[config.mk]
export PLATFORM = sky130hd
export DESIGN_NAME = quad_mac_sequencer
export DESIGN_NICKNAME = d
export VERILOG_FILES = /design/src/rtl/quad_mac_sequencer_pkg.sv /design/src/rtl/quad_mac_sequencer.sv
export SDC_FILE = /design/constraint.sdc
export NUM_CORES = 1
export LEC_CHECK = 0
export ABC_AREA = 1
export CORE_MARGIN = 3
export CORE_UTILIZATION = 28
export DETAILED_ROUTE_END_ITERATION = 10
export GPL_TIMING_DRIVEN = 0
export PLACE_DENSITY = 0.54
export SETUP_SLACK_MARGIN = 0.05
export SLEW_MARGIN = 0
export SYNTH_ARGS = -nofsm -noshare
export SYNTH_HDL_FRONTEND = slang
export SYNTH_SLANG_ARGS = --single-unit
[constraint.sdc]
create_clock -name clk -period 1.6 [get_ports clk]
set_input_delay 0.24 -clock clk [delete_from_list [all_inputs] [get_ports clk]]
set_output_delay 0.24 -clock clk [all_outputs]
set_load 0.1 [all_outputs]
[src/rtl/quad_mac_sequencer_pkg.sv]
// rtl/quad_mac_sequencer_pkg.sv - shared state encoding, mode constants and sign-extend helper
// Purpose: types and helpers shared by the quad_mac_sequencer slice.
//   state_t     : 3-bit FSM encoding (eight states, fully used)
//   MODE_EVAL   : mode 0, Horner evaluation y = (a*x + b)*x + c
//   MODE_STREAM : mode 1, running sum of a*x terminated by last
//   sext()      : sign-extends the low dw bits of a SEXT_W-bit value
package quad_mac_sequencer_pkg;

  typedef enum logic [2:0] {
    S_IDLE      = 3'd0,
    S_ISSUE1    = 3'd1,
    S_WAIT1     = 3'd2,
    S_ISSUE2    = 3'd3,
    S_WAIT2     = 3'd4,
    S_ACC_ISSUE = 3'd5,
    S_ACC_WAIT  = 3'd6,
    S_OUT       = 3'd7
  } state_t;

  localparam logic MODE_EVAL   = 1'b0;
  localparam logic MODE_STREAM = 1'b1;

  // Widest accumulator the helper supports; callers cast the result to AW.
  localparam int SEXT_W = 64;

  // Copies bit dw-1 into every bit at and above dw. Works for any DW<=AW<=SEXT_W
  // so one helper serves every parameterisation of the sequencer.
  function automatic logic [SEXT_W-1:0] sext(input logic [SEXT_W-1:0] v, input int dw);
    logic [SEXT_W-1:0] hi_mask;
    hi_mask = {SEXT_W{1'b1}} << dw;
    if (((v >> (dw - 1)) & 64'd1) != 64'd0) begin
      return v | hi_mask;
    end
    return v & ~hi_mask;
  endfunction

endpackage

[src/rtl/quad_mac_sequencer.sv]
// rtl/quad_mac_sequencer.sv - drives a shared signed MAC through Horner evaluation or stream accumulation
// Purpose: sequences one MAC op at a time for y = (a*x + b)*x + c (mode 0) or a
//   running sum of a*x over a stream closed by in_last (mode 1).
// Ports:
//   clk, reset          : rising-edge clock, synchronous active-low reset
//   mode                : 0 = evaluate, 1 = stream; captured with the beat
//   in_valid/in_ready   : operand beat handshake (in_ready only in IDLE)
//   in_last             : stream terminator; forwarded to done in mode 0
//   in_a/in_b/in_c/in_x : signed DW-bit operands
//   mac_en              : one-cycle issue strobe, one op outstanding at most
//   mac_op_a/op_b/addend: MAC operands, result = op_a*op_b + addend
//   mac_res_valid/res   : MAC result return, any latency >= 1
//   out_valid/ready/data: result handshake, data held until accepted
//   done                : pulse the cycle after accepting a last-flagged result
module quad_mac_sequencer
  import quad_mac_sequencer_pkg::*;
#(
  parameter int DW = 8,
  parameter int AW = 32
) (
  input  logic          clk,
  input  logic          reset,
  input  logic          mode,
  input  logic          in_valid,
  output logic          in_ready,
  input  logic          in_last,
  input  logic [DW-1:0] in_a,
  input  logic [DW-1:0] in_b,
  input  logic [DW-1:0] in_c,
  input  logic [DW-1:0] in_x,
  output logic          mac_en,
  output logic [AW-1:0] mac_op_a,
  output logic [DW-1:0] mac_op_b,
  output logic [AW-1:0] mac_addend,
  input  logic          mac_res_valid,
  input  logic [AW-1:0] mac_res,
  output logic          out_valid,
  input  logic          out_ready,
  output logic [AW-1:0] out_data,
  output logic          done
);

  state_t        state;
  state_t        state_n;

  logic [DW-1:0] a_q;
  logic [DW-1:0] b_q;
  logic [DW-1:0] c_q;
  logic [DW-1:0] x_q;
  logic          last_q;
  logic          mode_q;
  logic [AW-1:0] acc;
  logic [AW-1:0] tmp;

  logic [AW-1:0] a_ext;
  logic [AW-1:0] b_ext;
  logic [AW-1:0] c_ext;

  assign a_ext = AW'(sext(SEXT_W'(a_q), DW));
  assign b_ext = AW'(sext(SEXT_W'(b_q), DW));
  assign c_ext = AW'(sext(SEXT_W'(c_q), DW));

  // Next state and MAC issue. Operand buses are zero outside the issue
  // states so an idle or freshly reset sequencer presents nothing to the MAC.
  always_comb begin
    state_n    = state;
    in_ready   = 1'b0;
    mac_en     = 1'b0;
    mac_op_a   = '0;
    mac_op_b   = '0;
    mac_addend = '0;
    case (state)
      S_IDLE: begin
        in_ready = 1'b1;
        if (in_valid) begin
          state_n = (mode == MODE_STREAM) ? S_ACC_ISSUE : S_ISSUE1;
        end
      end
      S_ISSUE1: begin
        mac_en     = 1'b1;
        mac_op_a   = a_ext;
        mac_op_b   = x_q;
        mac_addend = b_ext;
        state_n    = S_WAIT1;
      end
      S_WAIT1: begin
        if (mac_res_valid) begin
          state_n = S_ISSUE2;
        end
      end
      S_ISSUE2: begin
        mac_en     = 1'b1;
        mac_op_a   = tmp;
        mac_op_b   = x_q;
        mac_addend = c_ext;
        state_n    = S_WAIT2;
      end
      S_WAIT2: begin
        if (mac_res_valid) begin
          state_n = S_OUT;
        end
      end
      S_ACC_ISSUE: begin
        mac_en     = 1'b1;
        mac_op_a   = a_ext;
        mac_op_b   = x_q;
        mac_addend = acc;
        state_n    = S_ACC_WAIT;
      end
      S_ACC_WAIT: begin
        if (mac_res_valid) begin
          state_n = last_q ? S_OUT : S_IDLE;
        end
      end
      S_OUT: begin
        if (out_ready) begin
          state_n = S_IDLE;
        end
      end
      default: begin
        state_n = S_IDLE;
      end
    endcase
  end

  always_ff @(posedge clk) begin
    if (!reset) begin
      state     <= S_IDLE;
      a_q       <= '0;
      b_q       <= '0;
      c_q       <= '0;
      x_q       <= '0;
      last_q    <= 1'b0;
      mode_q    <= MODE_EVAL;
      acc       <= '0;
      tmp       <= '0;
      out_data  <= '0;
      out_valid <= 1'b0;
      done      <= 1'b0;
    end else begin
      state <= state_n;
      done  <= 1'b0;
      case (state)
        S_IDLE: begin
          if (in_valid) begin
            a_q    <= in_a;
            b_q    <= in_b;
            c_q    <= in_c;
            x_q    <= in_x;
            last_q <= in_last;
            mode_q <= mode;
          end
        end
        S_WAIT1: begin
          if (mac_res_valid) begin
            tmp <= mac_res;
          end
        end
        S_WAIT2: begin
          if (mac_res_valid) begin
            out_data  <= mac_res;
            out_valid <= 1'b1;
          end
        end
        S_ACC_WAIT: begin
          if (mac_res_valid) begin
            acc <= mac_res;
            if (last_q) begin
              out_data  <= mac_res;
              out_valid <= 1'b1;
            end
          end
        end
        S_OUT: begin
          if (out_ready) begin
            out_valid <= 1'b0;
            done      <= last_q;
            // Evaluation results never touch acc, so an interleaved mode-0
            // op leaves a partially accumulated stream intact.
            if (mode_q == MODE_STREAM) begin
              acc <= '0;
            end
          end
        end
        default: begin
        end
      endcase
    end
  end

endmodule

==> results.sh, run 1 <==
export IMPL_status="finished, violations left"
export IMPL_failed_checks="setup timing"
export IMPL_hold_worst_slack_ns=0.2932
export IMPL_setup_viol=208
export IMPL_hold_class="primary input to flip-flop"
export IMPL_die_area_mm2=0.02329
export IMPL_p_leak_nw=5.712
export IMPL_grt_max_degree=17
export IMPL_grt_pass1_wl_um=36190
export IMPL_grt_overflow=0
export IMPL_ioPinCount=179
export IMPL_die_y_um=152.6
export IMPL_fmax_ghz=0.4428
export IMPL_setup_ws_ns=-0.6583
export IMPL_fin_crit_ns=2.258
export IMPL_post_dp_cell_area_mm2=0.008874
export IMPL_ctsLongestPathBuffers=2
export IMPL_std_cell_rows=53
export IMPL_synth_cell_types=26
export IMPL_powerDensity_mw_per_mm2=1829
export IMPL_synth_most_common_cell="nand2_1"
export IMPL_antenna_found_initial=0
export IMPL_avgSynthCellArea_um2=6.808
export IMPL_async_flop_share=0
export IMPL_htreeDepth=4
export IMPL_drt_initial_drc_count=423
export IMPL_gp_congestion=0.8334
export IMPL_worstPathRequired_ns=1.36
export IMPL_synth_area_leaders="dfxtp_1, nand2_1, o21ai_0"
export IMPL_yosys_area_top_type="dfxtp_1"
export IMPL_vias=6854
export IMPL_wl_per_cell_um=17.57
export IMPL_die_w_um=152.6
export IMPL_syn_to_final_growth_pct=111.5
export IMPL_critPathLaunchType="flip-flop"
export IMPL_syn_nets=955
export IMPL_cts_made_buffers=17
export IMPL_grtUsageMet2=0.3269
export IMPL_hpwl_um=15910
export IMPL_core_mm2=0.02109
export IMPL_start_util=0.2854
export IMPL_gr_max_usage_layer="met2"
export IMPL_cp_cell_sequence="nor2_4 -> nand2_4 -> inv_4 -> a22oi_4 -> buf_12 -> buf_8 -> buf_6 -> o21ai_4 -> buf_12"
export IMPL_ys_warn_count=0
export IMPL_worst_pin_slew_ns=0.7899
export IMPL_slew_viol_final=0
export IMPL_end_kind="output port"
export IMPL_synth_edf_count=0
export IMPL_fin_crit_sh=1.411
export IMPL_io_buffers=176
export IMPL_crit_fanout=6
export IMPL_drt_pass1_iterations=5
export IMPL_num_nets_final=1264
export IMPL_drv_cap=0
export IMPL_use_met1=0.2559
export IMPL_path_delay_family="buffers and inverters"
export IMPL_vias_per_cell=4.628
export IMPL_clock_sinks=135
export IMPL_cts_tree="done"
export IMPL_max_stage_delay_ns=0.39
export IMPL_synth_commonest_cells="nand2_1, dfxtp_1, inv_1, nor2_1, o21ai_0"
export IMPL_wirelength_um=26020
export IMPL_clock_latency_ns=0.42
export IMPL_fillCellCount=1762
export IMPL_criticalPathCategory="flip-flop to output port"
export IMPL_grt_pass1_vias=6598
export IMPL_p_total_mw=23.28
export IMPL_fin_worst_skew_ns=0.008398
export IMPL_stdcell_count=1481
export IMPL_fin_area_mm2=0.01273
export IMPL_worst_path_max_delay_cell="dfxtp_4"
export IMPL_ir_worst_vdd_v=0.001352
export IMPL_ys_seq_area_frac=0.4491
export IMPL_synth_main_ff_cell="dfxtp_1"
export IMPL_rsz0062_at_grt="true"
export IMPL_antenna_left=0
export IMPL_syn_inst=884
export IMPL_synth_seq_cells=135
export IMPL_synth_area_mm2=0.006018
export IMPL_track_usage=0.1963
export IMPL_cts_clk_slew_worst_paths_ns=0.06
export IMPL_hold_viol=0
export IMPL_critPathArrivalTime_ns=2.02
export IMPL_dp_cells=1335
export IMPL_drive_gt1_frac=0.4561
export IMPL_cpMostUsedCell="buf_12"
export IMPL_fin_util=0.6036
export IMPL_cts_root_buf="clkbuf_16"
export IMPL_maxSlewHeadroom=0.4734
export IMPL_synth_top_cell_area_share=0.4491
export IMPL_insertedDiodeCount=0
export IMPL_use_met3=0.04573
export IMPL_drc_errors=0
export IMPL_critPathBufInv=5
-- path summary, 6_finish.rpt --
kind                  from             end  slack (ns)  cells after the start
hold reg to reg     b_q[3]          b_q[3]        0.46                      2
setup reg to reg  state[0]          acc[9]       -0.42                     14
hold / removal       reset         tmp[24]        0.29                      3
setup / recovery  state[1]  mac_addend[16]       -0.66                      9
-- per-stage QoR --
stage	TNS, ns	setup slack (ns)
floorplan	-29.62	-0.8162
global placement	-136.66	-1.750
detailed placement	-137.19	-1.746
CTS	-56.34	-0.6398
global route	-85.08	-0.6985
finish	-75.39	-0.6583
-- sequential cells by signal, summed over array words and instances, names as in the netlist, 3 cells and up --
register and flops:
b_q 8, acc 32, out_data 32, x_q 8, state 3, a_q 8, tmp 32, c_q 8
-- area by class of cell --
type | count | area (um^2) | share of cell area
inverter | 131 | 545.5 | 0.04286
clock buffer | 19 | 442.9 | 0.03480
tap | 275 | 344.1 | 0.02703
sequential | 135 | 2711 | 0.2130
timing repair buffer | 291 | 3894 | 0.3059
buffer | 51 | 588.1 | 0.04620
multi-input combinational | 566 | 4054 | 0.3185
clock inverter | 13 | 148.9 | 0.01170
-- repair_timing --
item / 4_1_cts / 5_1_grt
hold buffers: 0 / 0
setup buffers: 45 / 48
setup endpoints to repair: 214 / 215
cloned: 8 / 22
gates resized for setup: 945 / 321
pin swaps: 22 / 58
-- power breakdown --
| part | switching (mW) | total (mW) | internal [mW] | leakage [nW] |
|---|---|---|---|---|
| Clock | 1.61 | 3.97 | 2.35 | 0.280 |
| Sequential | 0.483 | 4.71 | 4.23 | 1.10 |
| Combinational | 9.23 | 14.6 | 5.37 | 4.33 |
| Total | 11.3 | 23.3 | 12.0 | 5.71 |
-- placed cells by master (no fill, tap or decap), drive strengths merged --
cell type and count:
o211ai 2, clkinv 7, o221ai 7, clkinvlp 4, nor2 119, nor4 1
clkdlybuf4s18 1, a22oi 1, o21ai 113, a21oi 81, nor3 2, nand2 224
dfxtp 135, clkbuf 57, buf 235, nand4 3, bufinv 2, nand3 13
clkdlybuf4s50 68, inv 131
-- layer usage --
metal	vias up	wire length, um
met3	35	1339
met1	3239	11400
met4	0	508
li1	3385	-
met5	-	0
met2	195	12760
-- worst reg2reg max path, delay by kind of cell (launching register included) --
kind	cells	cell delay (ns)
and+or+nand+nor	5	0.43
DFF	1	0.37
AOI/OAI and AO/OA	1	0.09
buffers and inverters	8	1.01
-- cell families after synthesis --
| logic type | Yosys count | synth area share |
|---|---|---|
| AOI/OAI and AO/OA | 204 | 0.1794 |
| buffers and inverters | 185 | 0.1333 |
| DFF | 135 | 0.4491 |
| and+or+nand+nor | 360 | 0.2383 |
Power figures use the tool's default switching activity.
==> run 2, diff against run 1 <==
==> constraint.sdc (replaced) <==
create_clock -name clk -period 2.9 [get_ports clk]
set_input_delay 0.435 -clock clk [delete_from_list [all_inputs] [get_ports clk]]
set_output_delay 0.435 -clock clk [all_outputs]
set_load 0.1 [all_outputs]
==> results.sh, run 2 (synthesized netlist as in run 1, its figures left out) <==
export IMPL_rsz0062_at_grt="true"
export IMPL_drc_errors=0
export IMPL_crit_fanout=10
export IMPL_ir_worst_vdd_v=0.0006258
export IMPL_cts_tree="done"
export IMPL_stdcell_count=1366
export IMPL_status="finished, final reports clean"
export IMPL_drt_initial_drc_count=380
export IMPL_syn_to_final_growth_pct=45.63
export IMPL_antenna_left=0
export IMPL_vias=6036
export IMPL_die_w_um=152.6
export IMPL_p_int_mw=4.977
export IMPL_clock_sinks=135
export IMPL_critPathArrivalTime_ns=2.30
export IMPL_worstPathRequired_ns=2.47
export IMPL_cts_root_buf="clkbuf_16"
export IMPL_drt_pass1_iterations=5
export IMPL_cts_clk_slew_worst_paths_ns=0.06
export IMPL_slew_viol_final=0
export IMPL_hpwl_um=15710
export IMPL_core_mm2=0.02109
export IMPL_fillCellCount=2282
export IMPL_multi_input_area_mm2=0.002616
export IMPL_ff_latch_area_mm2=0.002703
export IMPL_p_seq_frac=0.254
export IMPL_cts_made_buffers=17
export IMPL_drv_cap=0
export IMPL_ctsLongestPathBuffers=2
export IMPL_htreeDepth=4
export IMPL_worst_r2r_setup_slack_ns=1.20
export IMPL_io_buffers=176
export IMPL_pre_cts_ws_ns=-0.4837
export IMPL_min_from="reset"
export IMPL_track_usage=0.1781
export IMPL_p_leak_nw=4.146
export IMPL_pwr_share_clk=0.227
export IMPL_die_y_um=152.6
export IMPL_setup_viol=0
export IMPL_dp_cells=1335
export IMPL_start_util=0.2854
export IMPL_end_kind="output port"
export IMPL_reg2regPathDepth=8
export IMPL_wl_per_cell_um=15.29
export IMPL_worstReg2RegEnd="out_data[17]"
export IMPL_fin_util=0.4156
export IMPL_insertedDiodeCount=0
export IMPL_num_nets_final=1150
export IMPL_hold_class="primary input to flip-flop"
export IMPL_fin_crit_ns=2.738
export IMPL_std_cell_rows=53
export IMPL_p_sw_frac=0.4986
export IMPL_grt_pass1_wl_um=32720
export IMPL_fmax_ghz=0.3653
export IMPL_hold_viol=0
export IMPL_criticalPathCategory="flip-flop to output port"
export IMPL_grt_pass1_vias=5954
export IMPL_powerDensity_mw_per_mm2=1133
export IMPL_critPathLaunchType="flip-flop"
export IMPL_whs_path_depth=3
export IMPL_grt_overflow=0
export IMPL_ioPinCount=179
export IMPL_drive_gt1_frac=0.1586
export IMPL_grt_max_degree=17
export IMPL_p_comb_frac=0.519
export IMPL_holdPathEnd="tmp[21]"
export IMPL_gp_congestion=0.8575
export IMPL_clock_latency_ns=0.42
export IMPL_final_common_cell="nand2_1"
export IMPL_fin_worst_skew_ns=0.005608
export IMPL_layout_common_cells="nand2_1, dfxtp_1, inv_1"
export IMPL_antenna_found_initial=1
export IMPL_timing_setup_tns_ns=0
export IMPL_r2r_start="state[1]"
export IMPL_vias_per_cell=4.419
export IMPL_die_area_mm2=0.02329
export IMPL_worst_pin_slew_ns=1.008
export IMPL_setup_ws_ns=0.1623
export IMPL_maxSlewHeadroom=0.3259
export IMPL_wirelength_um=20880
export IMPL_fin_crit_sh=0.9440
export IMPL_hold_buffers=0
export IMPL_p_switching_mw=4.949
export IMPL_cts_setup_buffers=0
export IMPL_reg_largest_list="acc x32, out_data x32, tmp x32"
run 2: worst max path at each step:
stage	start	endpoint	cells past startpoint
final	state[0]	mac_op_a[24]	7
after CTS	state[0]	mac_addend[19]	8
after global placement	state[0]	mac_addend[19]	8
after detailed placement	state[0]	mac_addend[19]	8
after floorplan	state[0]	mac_addend[16]	6
after global routing	state[0]	mac_op_a[28]	7
run 2: layout make-up:
| type | count | share of cell area |
|---|---|---|
| flip-flops and latches | 135 | 0.3084 |
| repair buffers | 176 | 0.1919 |
| clock inverters | 8 | 0.01370 |
| plain buffers | 54 | 0.03626 |
| clock buffers | 23 | 0.05567 |
| well taps | 275 | 0.03926 |
| inverters | 131 | 0.05639 |
| multi-input cells | 564 | 0.2985 |
run 2: repair_timing:
action                     CTS  global route
setup endpoints to repair   73            33
gates resized for setup    415            26
cloned                       0             0
run 2: through the flow:
| stage | instance area (um^2) | power, mW | hold WS [ns] |
|---|---|---|---|
| after floorplan | 6113 | 6.488 | 0.4295 |
| after global placement | 8219 | 7.739 | 0.4408 |
| after CTS | 8681 | 9.984 | 0.4068 |
| final | 8765 | 9.926 | 0.4250 |
| after detailed placement | 8219 | 7.751 | 0.4439 |
| after global routing | 8765 | 10.46 | 0.4611 |
run 2: per-layer routing:
metal  vias up  wire length (um)  global-route usage
li1       3134                 -                   -
met1      2723             10120              0.2404
met2       163              9384              0.2847
met3        14              1204             0.05055
met4         2               161             0.03946
met5         -                13                   0
run 2: power by group through the flow:
stage / Sequential, mW / Clock, mW / Combinational [mW]
after floorplan: 3.79 / 0 / 2.70
after global placement: 2.55 / 0 / 5.19
after detailed placement: 2.56 / 0 / 5.19
after CTS: 2.53 / 2.30 / 5.16
after global routing: 2.57 / 2.37 / 5.51
final: 2.52 / 2.25 / 5.15
run 2: worst max-delay path, stage by stage (launching register included):
cell,delay [ns]
dfxtp_1,0.31
buf_4,0.20
inv_2,0.07
nor2_2,0.22
nand2_1,0.31
clkbuf_1,0.32
nand2_1,0.15
buf_4,0.30
==> run 3, diff against run 2 <==
--- a/config.mk
+++ b/config.mk
@@ -10,7 +10,7 @@
 export CORE_UTILIZATION = 28
 export DETAILED_ROUTE_END_ITERATION = 10
 export GPL_TIMING_DRIVEN = 0
-export PLACE_DENSITY = 0.54
+export PLACE_DENSITY_LB_ADDON = 0.12
 export SETUP_SLACK_MARGIN = 0.05
 export SLEW_MARGIN = 0
 export SYNTH_ARGS = -nofsm -noshare
==> results.sh, run 3 (synthesized netlist as in run 1, its figures left out) <==
export IMPL_grt_pass1_wl_um=32470
export IMPL_ioPinCount=179
export IMPL_die_w_um=152.6
export IMPL_rsz0062_at_grt="true"
export IMPL_clock_sinks=135
export IMPL_drive_gt1_frac=0.1603
export IMPL_worst_r2r_setup_slack_ns=1.22
export IMPL_final_common_cell="nand2_1"
export IMPL_fin_area_mm2=0.008728
export IMPL_grt_pass1_vias=5765
export IMPL_std_cell_rows=53
export IMPL_cts_made_buffers=17
export IMPL_hpwl_um=15610
export IMPL_wl_per_cell_um=15.27
export IMPL_io_buffers=176
export IMPL_cpMostUsedCell="inv_2"
export IMPL_antenna_found_initial=1
export IMPL_hold_class="primary input to flip-flop"
export IMPL_die_area_mm2=0.02329
export IMPL_vias_per_cell=4.380
export IMPL_max_stage_delay_ns=0.30
export IMPL_drt_initial_drc_count=242
export IMPL_hold_viol=0
export IMPL_end_kind="output port"
export IMPL_holdPathEnd="tmp[23]"
export IMPL_cts_tree="done"
export IMPL_critPathArrivalTime_ns=2.32
export IMPL_p_comb_frac=0.519
export IMPL_reg_largest_list="acc x32, out_data x32, tmp x32"
export IMPL_core_mm2=0.02109
export IMPL_post_dp_cell_area_mm2=0.008219
export IMPL_cp_cell_sequence="buf_4 -> inv_2 -> nor2_2 -> nand2_1 -> inv_2 -> a22oi_4 -> buf_2 -> o21ai_0 -> buf_6"
export IMPL_worst_pin_slew_ns=1.004
export IMPL_min_from="reset"
export IMPL_antenna_left=0
export IMPL_drt_pass1_iterations=5
export IMPL_dp_cells=1335
export IMPL_track_usage=0.1772
export IMPL_layout_common_cells="nand2_1, dfxtp_1, inv_1"
export IMPL_num_nets_final=1150
export IMPL_timing_setup_tns_ns=0
export IMPL_vias=5988
export IMPL_die_y_um=152.6
export IMPL_criticalPathCategory="flip-flop to output port"
export IMPL_p_sw_frac=0.5064
export IMPL_fin_worst_skew_ns=0.01034
export IMPL_fin_crit_ns=2.751
export IMPL_critPathLaunch="state[0]"
export IMPL_start_util=0.2854
export IMPL_worstPathRequired_ns=2.47
export IMPL_setup_ws_ns=0.1493
export IMPL_reg2regPathDepth=9
export IMPL_pre_cts_ws_ns=-0.5301
export IMPL_gp_congestion=0.8526
export IMPL_fin_util=0.4139
export IMPL_worstReg2RegEnd="out_data[12]"
export IMPL_fmax_ghz=0.3635
export IMPL_maxSlewHeadroom=0.3285
export IMPL_cts_clk_slew_worst_paths_ns=0.06
export IMPL_fin_crit_sh=0.9485
export IMPL_critPathLaunchType="flip-flop"
export IMPL_pwr_share_clk=0.227
export IMPL_htreeDepth=4
export IMPL_p_switching_mw=5.018
export IMPL_crit_fanout=10
export IMPL_p_seq_frac=0.254
export IMPL_p_leak_nw=4.130
export IMPL_status="finished, final reports clean"
export IMPL_p_total_mw=9.908
export IMPL_hold_worst_slack_ns=0.4099
export IMPL_cts_root_buf="clkbuf_16"
export IMPL_hold_buffers=0
export IMPL_grt_overflow=0
export IMPL_syn_to_final_growth_pct=45.03
export IMPL_p_int_mw=4.890
export IMPL_r2r_start="state[2]"
export IMPL_worst_path_max_delay_cell="dfxtp_1"
export IMPL_setup_viol=0
export IMPL_drv_cap=0
export IMPL_slew_viol_final=0
export IMPL_powerDensity_mw_per_mm2=1135
export IMPL_wirelength_um=20880
export IMPL_ir_worst_vdd_v=0.0005558
export IMPL_grt_max_degree=17
export IMPL_drc_errors=0
export IMPL_insertedDiodeCount=0
export IMPL_clock_latency_ns=0.42
export IMPL_ctsLongestPathBuffers=2
export IMPL_stdcell_count=1367
export IMPL_whs_path_depth=3
run 3: cell count changes in the layout (fill, tap and decap cells not counted), moves of 3 or more:
cell / delta
inv_6: +3
buf_2: +7
clkinv_4: +3
clkbuf_8: -4
clkbuf_4: +7
buf_4: -10
buf_6: -4
run 3: metal layers:
metal | share of wire | vias up | global-route usage
met5 | 0.00067 | - | 0
met4 | 0.018 | 2 | 0.05812
met3 | 0.065 | 21 | 0.05084
met2 | 0.44 | 176 | 0.2763
met1 | 0.47 | 2655 | 0.2368
li1 | - | 3134 | -
run 3: critical path, delay by kind of cell, from the launching register on:
family,cells,cell delay [ns]
flip-flops,1,0.30
AO/OA/AOI/OAI,2,0.24
buffers and inverters,5,0.89
AND/OR/NAND/NOR,2,0.45
run 3: how the worst max path moves through the flow:
stage | endpoint | slack [ns]
after global placement | mac_addend[9] | -0.47
after floorplan | mac_addend[16] | -0.58
after global routing | mac_addend[26] | -0.02
after detailed placement | mac_addend[9] | -0.53
final | mac_addend[25] | 0.15
after CTS | mac_op_a[30] | 0.05
run 3: area by class of cell:
cell class	instances	area [um^2]
flip-flops and latches	135	2704
fillers	2286	12360
multi-input cells	564	2614
plain buffers	54	317.8
clock buffers	18	429.2
inverters	131	494.2
clock inverters	14	175.2
repair buffers	176	1650
well taps	275	344.1
run 3: power groups by stage:
stage	Clock (mW)	Combinational, mW	Sequential, mW
floorplan	0	2.70	3.79
global placement	0	5.21	2.55
detailed placement	0	5.22	2.56
CTS	2.29	5.16	2.52
global route	2.38	5.49	2.57
finish	2.25	5.14	2.52
run 3: what timing repair did:
| item | 4_1_cts | 5_1_grt |
|---|---|---|
| resized for setup | 396 | 36 |
| setup endpoints to repair | 73 | 57 |
| pin swaps | 0 | 0 |
| buffers inserted | 0 | 0 |
